File: config.mk
export PLATFORM = sky130hd
export DESIGN_NAME = pattern_mode_scheduler
export DESIGN_NICKNAME = d
export VERILOG_FILES = /design/src/rtl/pattern_sched_pkg.sv /design/src/rtl/btn_debounce.sv /design/src/rtl/pattern_mode_scheduler.sv
export SDC_FILE = /design/constraint.sdc
export NUM_CORES = 1
export LEC_CHECK = 0
export BUFFER_PORTS_ARGS = -buffer_cell sky130_fd_sc_hd__buf_2
export CAP_MARGIN = 25
export CORE_AREA = 5 5 54 56
export CTS_BUF_LIST = sky130_fd_sc_hd__clkbuf_16
export DETAILED_ROUTE_END_ITERATION = 8
export DIE_AREA = 0 0 59 61
export GPL_TIMING_DRIVEN = 0
export PLACE_DENSITY = 0.86
export SYNTH_ARGS = -nofsm -noshare
export SYNTH_HDL_FRONTEND = slang
export SYNTH_SLANG_ARGS = --single-unit
File: constraint.sdc
create_clock -name clk -period 4.2 [get_ports clk]
set_input_delay 1.05 -clock clk [delete_from_list [all_inputs] [get_ports clk]]
set_output_delay 1.05 -clock clk [all_outputs]
set_load 0.01 [all_outputs]
File: src/rtl/pattern_sched_pkg.sv
// Shared encodings for the test-pattern mode scheduler: pattern ids, FSM states, pending-step codes.
package pattern_sched_pkg;

    typedef enum logic [3:0] {
        MODE_BLACK      = 4'd0,
        MODE_WHITE      = 4'd1,
        MODE_RED        = 4'd2,
        MODE_GREEN      = 4'd3,
        MODE_BLUE       = 4'd4,
        MODE_GRAY_RAMP  = 4'd5,
        MODE_RED_RAMP   = 4'd6,
        MODE_GREEN_RAMP = 4'd7,
        MODE_BLUE_RAMP  = 4'd8,
        MODE_CHECKER    = 4'd9,
        MODE_HSTRIPES   = 4'd10,
        MODE_VSTRIPES   = 4'd11,
        MODE_COLORBAR   = 4'd12
    } pattern_mode_e;

    typedef enum logic [1:0] {
        IDLE   = 2'd0,
        AUTO   = 2'd1,
        MANUAL = 2'd2
    } sched_state_e;

    typedef enum logic [1:0] {
        STEP_NONE = 2'd0,
        STEP_INC  = 2'd1,
        STEP_DEC  = 2'd2
    } step_e;

endpackage

File: src/rtl/btn_debounce.sv
// Level debouncer: output follows the input only after CYCLES consecutive samples that differ from it.
module btn_debounce #(
    parameter int CYCLES = 250000
) (
    input  logic clk,
    input  logic rst,
    input  logic d_i,
    output logic q_o
);
    localparam int CW = (CYCLES > 1) ? $clog2(CYCLES) : 1;
    localparam logic [CW-1:0] CNT_LAST = CW'(CYCLES - 1);

    logic [CW-1:0] cnt_q, cnt_d;
    logic          q_q, q_d;

    // Any sample equal to the current level restarts the stability count.
    always_comb begin
        cnt_d = '0;
        q_d   = q_q;
        if (d_i != q_q) begin
            if (cnt_q == CNT_LAST) begin
                q_d = d_i;
            end else begin
                cnt_d = cnt_q + 1'b1;
            end
        end
    end

    always_ff @(posedge clk or posedge rst) begin
        if (rst) begin
            cnt_q <= '0;
            q_q   <= 1'b0;
        end else begin
            cnt_q <= cnt_d;
            q_q   <= q_d;
        end
    end

    assign q_o = q_q;

endmodule

File: src/rtl/pattern_mode_scheduler.sv
// Test-pattern mode sequencer: auto or button-driven mode steps, applied only at frame start.
// Build macro PATSCHED_DEBOUNCE_EN inserts a btn_debounce after each button synchroniser.
module pattern_mode_scheduler
    import pattern_sched_pkg::*;
#(
    parameter int NUM_MODES       = 13,
    parameter int FRAMES_PER_MODE = 128,
    parameter int DEBOUNCE_CYCLES = 250000,
    parameter int MODE_W          = 4
) (
    input  logic              clk,
    input  logic              rst,
    input  logic              vsync_i,
    input  logic              auto_en_i,
    input  logic              btn_next_i,
    input  logic              btn_prev_i,
    output logic [MODE_W-1:0] mode_o,
    output logic              mode_change_o,
    output logic [7:0]        frame_cnt_o
);
    localparam int                CNT_W     = $clog2(FRAMES_PER_MODE + 1);
    localparam logic [MODE_W-1:0] LAST_MODE = MODE_W'(NUM_MODES - 1);
    localparam logic [CNT_W-1:0]  CNT_LAST  = CNT_W'(FRAMES_PER_MODE - 1);

    if (NUM_MODES < 2 || FRAMES_PER_MODE < 1 || DEBOUNCE_CYCLES < 1 ||
        (2 ** MODE_W) < NUM_MODES) begin : g_param_check
        $error("pattern_mode_scheduler: invalid parameter set");
    end

    logic [1:0]        btn_raw, btn_lvl, press;
    logic [1:0]        sync1_q, sync1_d, sync2_q, sync2_d, lvl_prev_q, lvl_prev_d;
    logic              vsync_q, vsync_d, arm_q, arm_d;
    logic              fs, press_next, press_prev;
    sched_state_e      state_q, state_d, run_state;
    step_e             step_q, step_d;
    logic [MODE_W-1:0] mode_q, mode_d, mode_inc, mode_dec;
    logic              chg_q, chg_d;
    logic [CNT_W-1:0]  cnt_q, cnt_d;
    logic [CNT_W+7:0]  cnt_ext;

    assign btn_raw = {btn_prev_i, btn_next_i};

`ifdef PATSCHED_DEBOUNCE_EN
    for (genvar gi = 0; gi < 2; gi++) begin : g_debounce
        btn_debounce #(.CYCLES(DEBOUNCE_CYCLES)) u_debounce (
            .clk (clk),
            .rst (rst),
            .d_i (sync2_q[gi]),
            .q_o (btn_lvl[gi])
        );
    end
`else
    assign btn_lvl = sync2_q;
`endif

    // Simultaneous next+prev cancel each other.
    assign press      = btn_lvl & ~lvl_prev_q;
    assign press_next = press[0] & ~press[1];
    assign press_prev = press[1] & ~press[0];

    // arm_q keeps a vsync already low at reset release from counting as a frame start.
    assign fs        = arm_q & vsync_q & ~vsync_i;
    assign run_state = auto_en_i ? AUTO : MANUAL;
    assign mode_inc  = (mode_q == LAST_MODE) ? '0 : mode_q + 1'b1;
    assign mode_dec  = (mode_q == '0) ? LAST_MODE : mode_q - 1'b1;

    always_comb begin
        sync1_d    = btn_raw;
        sync2_d    = sync1_q;
        lvl_prev_d = btn_lvl;
        vsync_d    = vsync_i;
        arm_d      = arm_q | vsync_i;

        step_d = step_q;
        if (fs) begin
            step_d = STEP_NONE;
        end else if (step_q == STEP_NONE && press_next) begin
            step_d = STEP_INC;
        end else if (step_q == STEP_NONE && press_prev) begin
            step_d = STEP_DEC;
        end

        state_d = state_q;
        mode_d  = mode_q;
        cnt_d   = cnt_q;
        if (state_q == IDLE) begin
            if (fs) begin
                state_d = run_state;
            end
        end else begin
            state_d = run_state;
            if (fs) begin
                // >= so a count carried over from MANUAL past the hold length still advances.
                if (step_q == STEP_INC) begin
                    mode_d = mode_inc;
                    cnt_d  = '0;
                end else if (step_q == STEP_DEC) begin
                    mode_d = mode_dec;
                    cnt_d  = '0;
                end else if (run_state == AUTO && cnt_q >= CNT_LAST) begin
                    mode_d = mode_inc;
                    cnt_d  = '0;
                end else if (cnt_q != '1) begin
                    cnt_d = cnt_q + 1'b1;
                end
            end
        end
        chg_d = (mode_d != mode_q);
    end

    always_ff @(posedge clk or posedge rst) begin
        if (rst) begin
            sync1_q    <= '0;
            sync2_q    <= '0;
            lvl_prev_q <= '0;
            vsync_q    <= 1'b1;
            arm_q      <= 1'b0;
            state_q    <= IDLE;
            step_q     <= STEP_NONE;
            mode_q     <= MODE_W'(MODE_BLACK);
            chg_q      <= 1'b0;
            cnt_q      <= '0;
        end else begin
            sync1_q    <= sync1_d;
            sync2_q    <= sync2_d;
            lvl_prev_q <= lvl_prev_d;
            vsync_q    <= vsync_d;
            arm_q      <= arm_d;
            state_q    <= state_d;
            step_q     <= step_d;
            mode_q     <= mode_d;
            chg_q      <= chg_d;
            cnt_q      <= cnt_d;
        end
    end

    assign mode_o        = mode_q;
    assign mode_change_o = chg_q;
    assign cnt_ext       = {8'd0, cnt_q};
    assign frame_cnt_o   = (cnt_ext > (CNT_W + 8)'(255)) ? 8'hFF : cnt_ext[7:0];

endmodule

==> summary.md <==
| Metric | Value |
|---|---|
| Final Hold Vio Count | `0` |
| GRT met1 Usage | `23.7%` |
| Ys Warns | `0` |
| Syn Inst Count | `144` |
| GRT met3 Usage | `4.04%` |
| First-pass GRT wire length | `4.91 mm` |
| Commonest non-fill, non-tap cells in the layout | `dfrtp_1, buf_2, a21oi_1` |
| Leakage power | `0.723 nW` |
| CP max stage cell | `o41ai_1` |
| Ports | `19` |
| Pre-CTS WS | `1.78 ns` |
| Clock power frac | `20.6%` |
| Reg power frac | `35.1%` |
| WL final | `2.73 mm` |
| Power per standard cell area | `636 nW/um2` |
| Reg-to-reg endpoint | `cnt_q[5]$_DFFE_PP0P_` |
| Sum Neg Setup Slack | `0 ns` |
| WHS Endpoint | `btn_lvl[0]$_DFF_PP0_` |
| Count of buffers from port buffering | `17` |
| Root buffer cell | `clkbuf_16` |
| Worst-Margin Slew | `0.889 ns` |
| Initial Utilization | `57.5%` |
| CP top delay family | `compound AO/OA/AOI/OAI gates` |
| Syn nets | `156` |
| Diodes inserted | `0` |
| GR met2 Demand/Resource | `28.4%` |
| Initial antenna violation count | `0` |
| FF-to-FF setup slack | `2.22 ns` |
| GRT busiest layer | `met2` |
| CTS tree | `done` |
| Reg2Reg Depth | `6` |
| CP Buf/Inv Count | `2` |
| Fin nets | `178` |
| Worst path cell trace | `buf_2 > and3b_2 > o21ai_1 > a31o_2 > buf_6 > nand2b_4 > o41ai_1` |
| Total gr overflow | `0` |
| Number of remaining DRC errors | `0` |
| Largest family of logic cells by synthesized area | `compound AO/OA/AOI/OAI gates` |
| Headroom to the max-slew limit | `40.7%` |
| Sink Count | `25` |
| Worst Hold Launch | `sync1_q[0]$_DFF_PP0_` |
| RR Startpoint | `step_q[0]$_DFFE_PP0P_` |
| Post-synth top area share | `43.7%` |
| Post-Syn Area | `1370 um2` |
| Max Clock Freq | `462 MHz` |
| Clock Latency Late Sink | `0.25 ns` |
| Num CTS Buffers | `3` |
| Synth Area in Compound Gates | `25.0%` |
| Comb power frac | `44.3%` |
| GPL Wtd Cong | `0.855` |
| Simple-gate share of the synthesized area | `17.0%` |
| Syn_area_per_cell | `9.54 um2` |
| Synth area leaders | `dfrtp_1, ha_1, a21oi_1` |
| H-tree depth | `1` |
| Setup bufs post-CTS | `0` |
| DIE AREA | `3600 um2` |
| Core area | `2390 um2` |
| Post-CTS Hold Fix Bufs | `0` |
| Vias per cell | `5.72` |
| Largest net degree at the start of global routing | `26` |
| Clock transition at path regs | `0.06 ns` |
| Most common cell after layout, fill and taps aside | `dfrtp_1` |
| Crit path DAT | `2.30 ns` |
| Sw Ratio | `39.6%` |
| Die width | `59 um` |
| Rows | `18` |
| Adder-Cell Fraction of Synth Area | `5.46%` |
| Final setup viols | `0` |
| Xor and xnor area share after synthesis | `0%` |
| Die Height | `61 um` |
| Status | `complete, no violations` |
| VDD IR max | `0.392 mV` |
| Setup repair after global routing missed its margin | `false` |
| Sequential-to-total area share from yosys stat | `45.6%` |
| Fillcell total | `198` |
| Post-cts sizing count | `0` |
| DR WL/cell | `14.0 um` |
| Final setup skew | `0.00379 ns` |
| Seq cells post-synth | `25` |
| Period minus WS final | `2.17 ns` |
| Max clock buf depth | `2` |
| Layout cells sized above 1 | `21.8%` |
| Routed Antenna Nets | `0` |
| Hold Crit Class | `reg2reg` |
| Routed via count | `1115` |
| CP Data Required Time | `4.34 ns` |
| Crit Path Class | `in2reg` |
| Synth unique cells | `47` |
| Internal power | `0.000606 W` |
| DRT Pass-1 Iters | `4` |
| Worst path max stage delay | `0.28 ns` |
| Yosys top cell by area | `dfrtp_1` |
| Final period utilization | `51.6%` |
| Vias in the first global route | `1108` |
| Max_cap viols | `0` |
| Crit Path Max Fanout | `10` |
| CP Capture Type | `flip-flop` |
| Area growth from synthesis to layout | `14.9%` |
| First DRT Iteration DRCs | `53` |
| GR Util All Layers | `17.7%` |
| Mux cell area share after synthesis | `0.820%` |
| HPWL after detailed placement | `2.00 mm` |
| Final WS setup | `2.03 ns` |
| Min-Delay Path Depth | `0` |
| Final number of max-transition violations | `0` |
| Critical path launch point type | `input port` |
| Switch Pwr | `0.000398 W` |
worst max path at each step:
stage / startpoint / end / slack [ns] / depth (start not counted)
6_report: vsync_i / cnt_q[5]$_DFFE_PP0P_ / 2.03 / 7
5_1_grt: vsync_i / mode_o[0]$_DFF_PP0_ / 1.90 / 7
4_1_cts: vsync_i / cnt_q[5]$_DFFE_PP0P_ / 2.04 / 7
3_5_place_dp: vsync_i / cnt_q[5]$_DFFE_PP0P_ / 1.78 / 7
3_3_place_gp: vsync_i / cnt_q[5]$_DFFE_PP0P_ / 1.79 / 7
2_1_floorplan: vsync_i / cnt_q[7]$_DFFE_PP0P_ / 2.03 / 6
kinds of logic after synthesis:
kind of cell             count (synthesis)
AND/OR/NAND/NOR                         43
adder cells (fa/ha/maj)                  6
buffers and inverters                   17
flip-flops                              25
multiplexers                             1
AO/OA/AOI/OAI                           52
worst reg2reg max path: stages, from the launching register on:
cell	delay [ns]
dfrtp_1	0.38
inv_1	0.09
ha_1	0.26
or2_1	0.33
a21oi_2	0.40
nand2b_4	0.12
o41ai_1	0.28
metrics by stage:
stage / cell area (um2) / power, W / util (%) / std cells / hold slack (ns)
2_1_floorplan: 1370 / 0.000673 / - / 144 / 0.331
3_3_place_gp: 1500 / 0.000771 / 62.7 / 191 / 0.333
3_5_place_dp: 1500 / 0.000795 / 62.7 / 191 / 0.335
4_1_cts: 1580 / 0.00100 / 66.1 / 195 / 0.349
5_1_grt: 1580 / 0.00109 / 66.1 / 195 / 0.364
6_report: 1580 / 0.00100 / 66.1 / 195 / 0.348
cell type report:
type / instances / area (um2) / share of cell area [%]
Tap cell: 30 / 37.5 / 2.38
Sequential cell: 25 / 627 / 39.7
Clock buffer: 3 / 75.1 / 4.75
Multi-Input combinational cell: 102 / 664 / 42.1
Buffer: 6 / 41.3 / 2.61
Inverter: 11 / 41.3 / 2.61
Timing Repair Buffer: 17 / 85.1 / 5.39
Clock inverter: 1 / 7.51 / 0.475
layer usage:
metal,vias to the layer above,part of all wire [%]
met4,0,1.5
met3,7,3.9
met1,514,46
met2,23,49
li1,571,-
met5,-,0
state kept, by name, indices dropped and copies added, names as in the netlist:
name and count:
sync1_q 2, step_q 2, lvl_prev_q 2, mode_change_o 1, vsync_q 1, btn_lvl 2
cnt_q 8, mode_o 4, arm_q 1, state_q 2
power groups by stage:
stage / Combinational [W] / Clock, W / Sequential [W]
global route: 0.000505 / 0.000225 / 0.000363
CTS: 0.000444 / 0.000210 / 0.000351
global placement: 0.000421 / 0 / 0.000350
detailed placement: 0.000440 / 0 / 0.000355
finish: 0.000445 / 0.000207 / 0.000352
floorplan: 0.000311 / 0 / 0.000363
Yosys cell counts, drive strengths merged:
library cell   n
dfrtp         24
a21oi         14
inv           11
o21ai         10
nand2          8
nor2           8
ha             6
nand3          6
a211oi         5
buf            5
a31oi          4
nand2b         4
nor3           4
o31ai          3
or2            3
a22o           2
a22oi          2
nor2b          2
o21bai         2
o22ai          2
a2111oi        1
a211o          1
a21o           1
a311oi         1
a31o           1
a32o           1
and2           1
and3           1
and3b          1
and4b          1
clkbuf         1
dfstp          1
mux2           1
nand3b         1
nand4          1
nor4           1
o22a           1
o41ai          1
or3            1
Power figures use the tool's default switching activity.
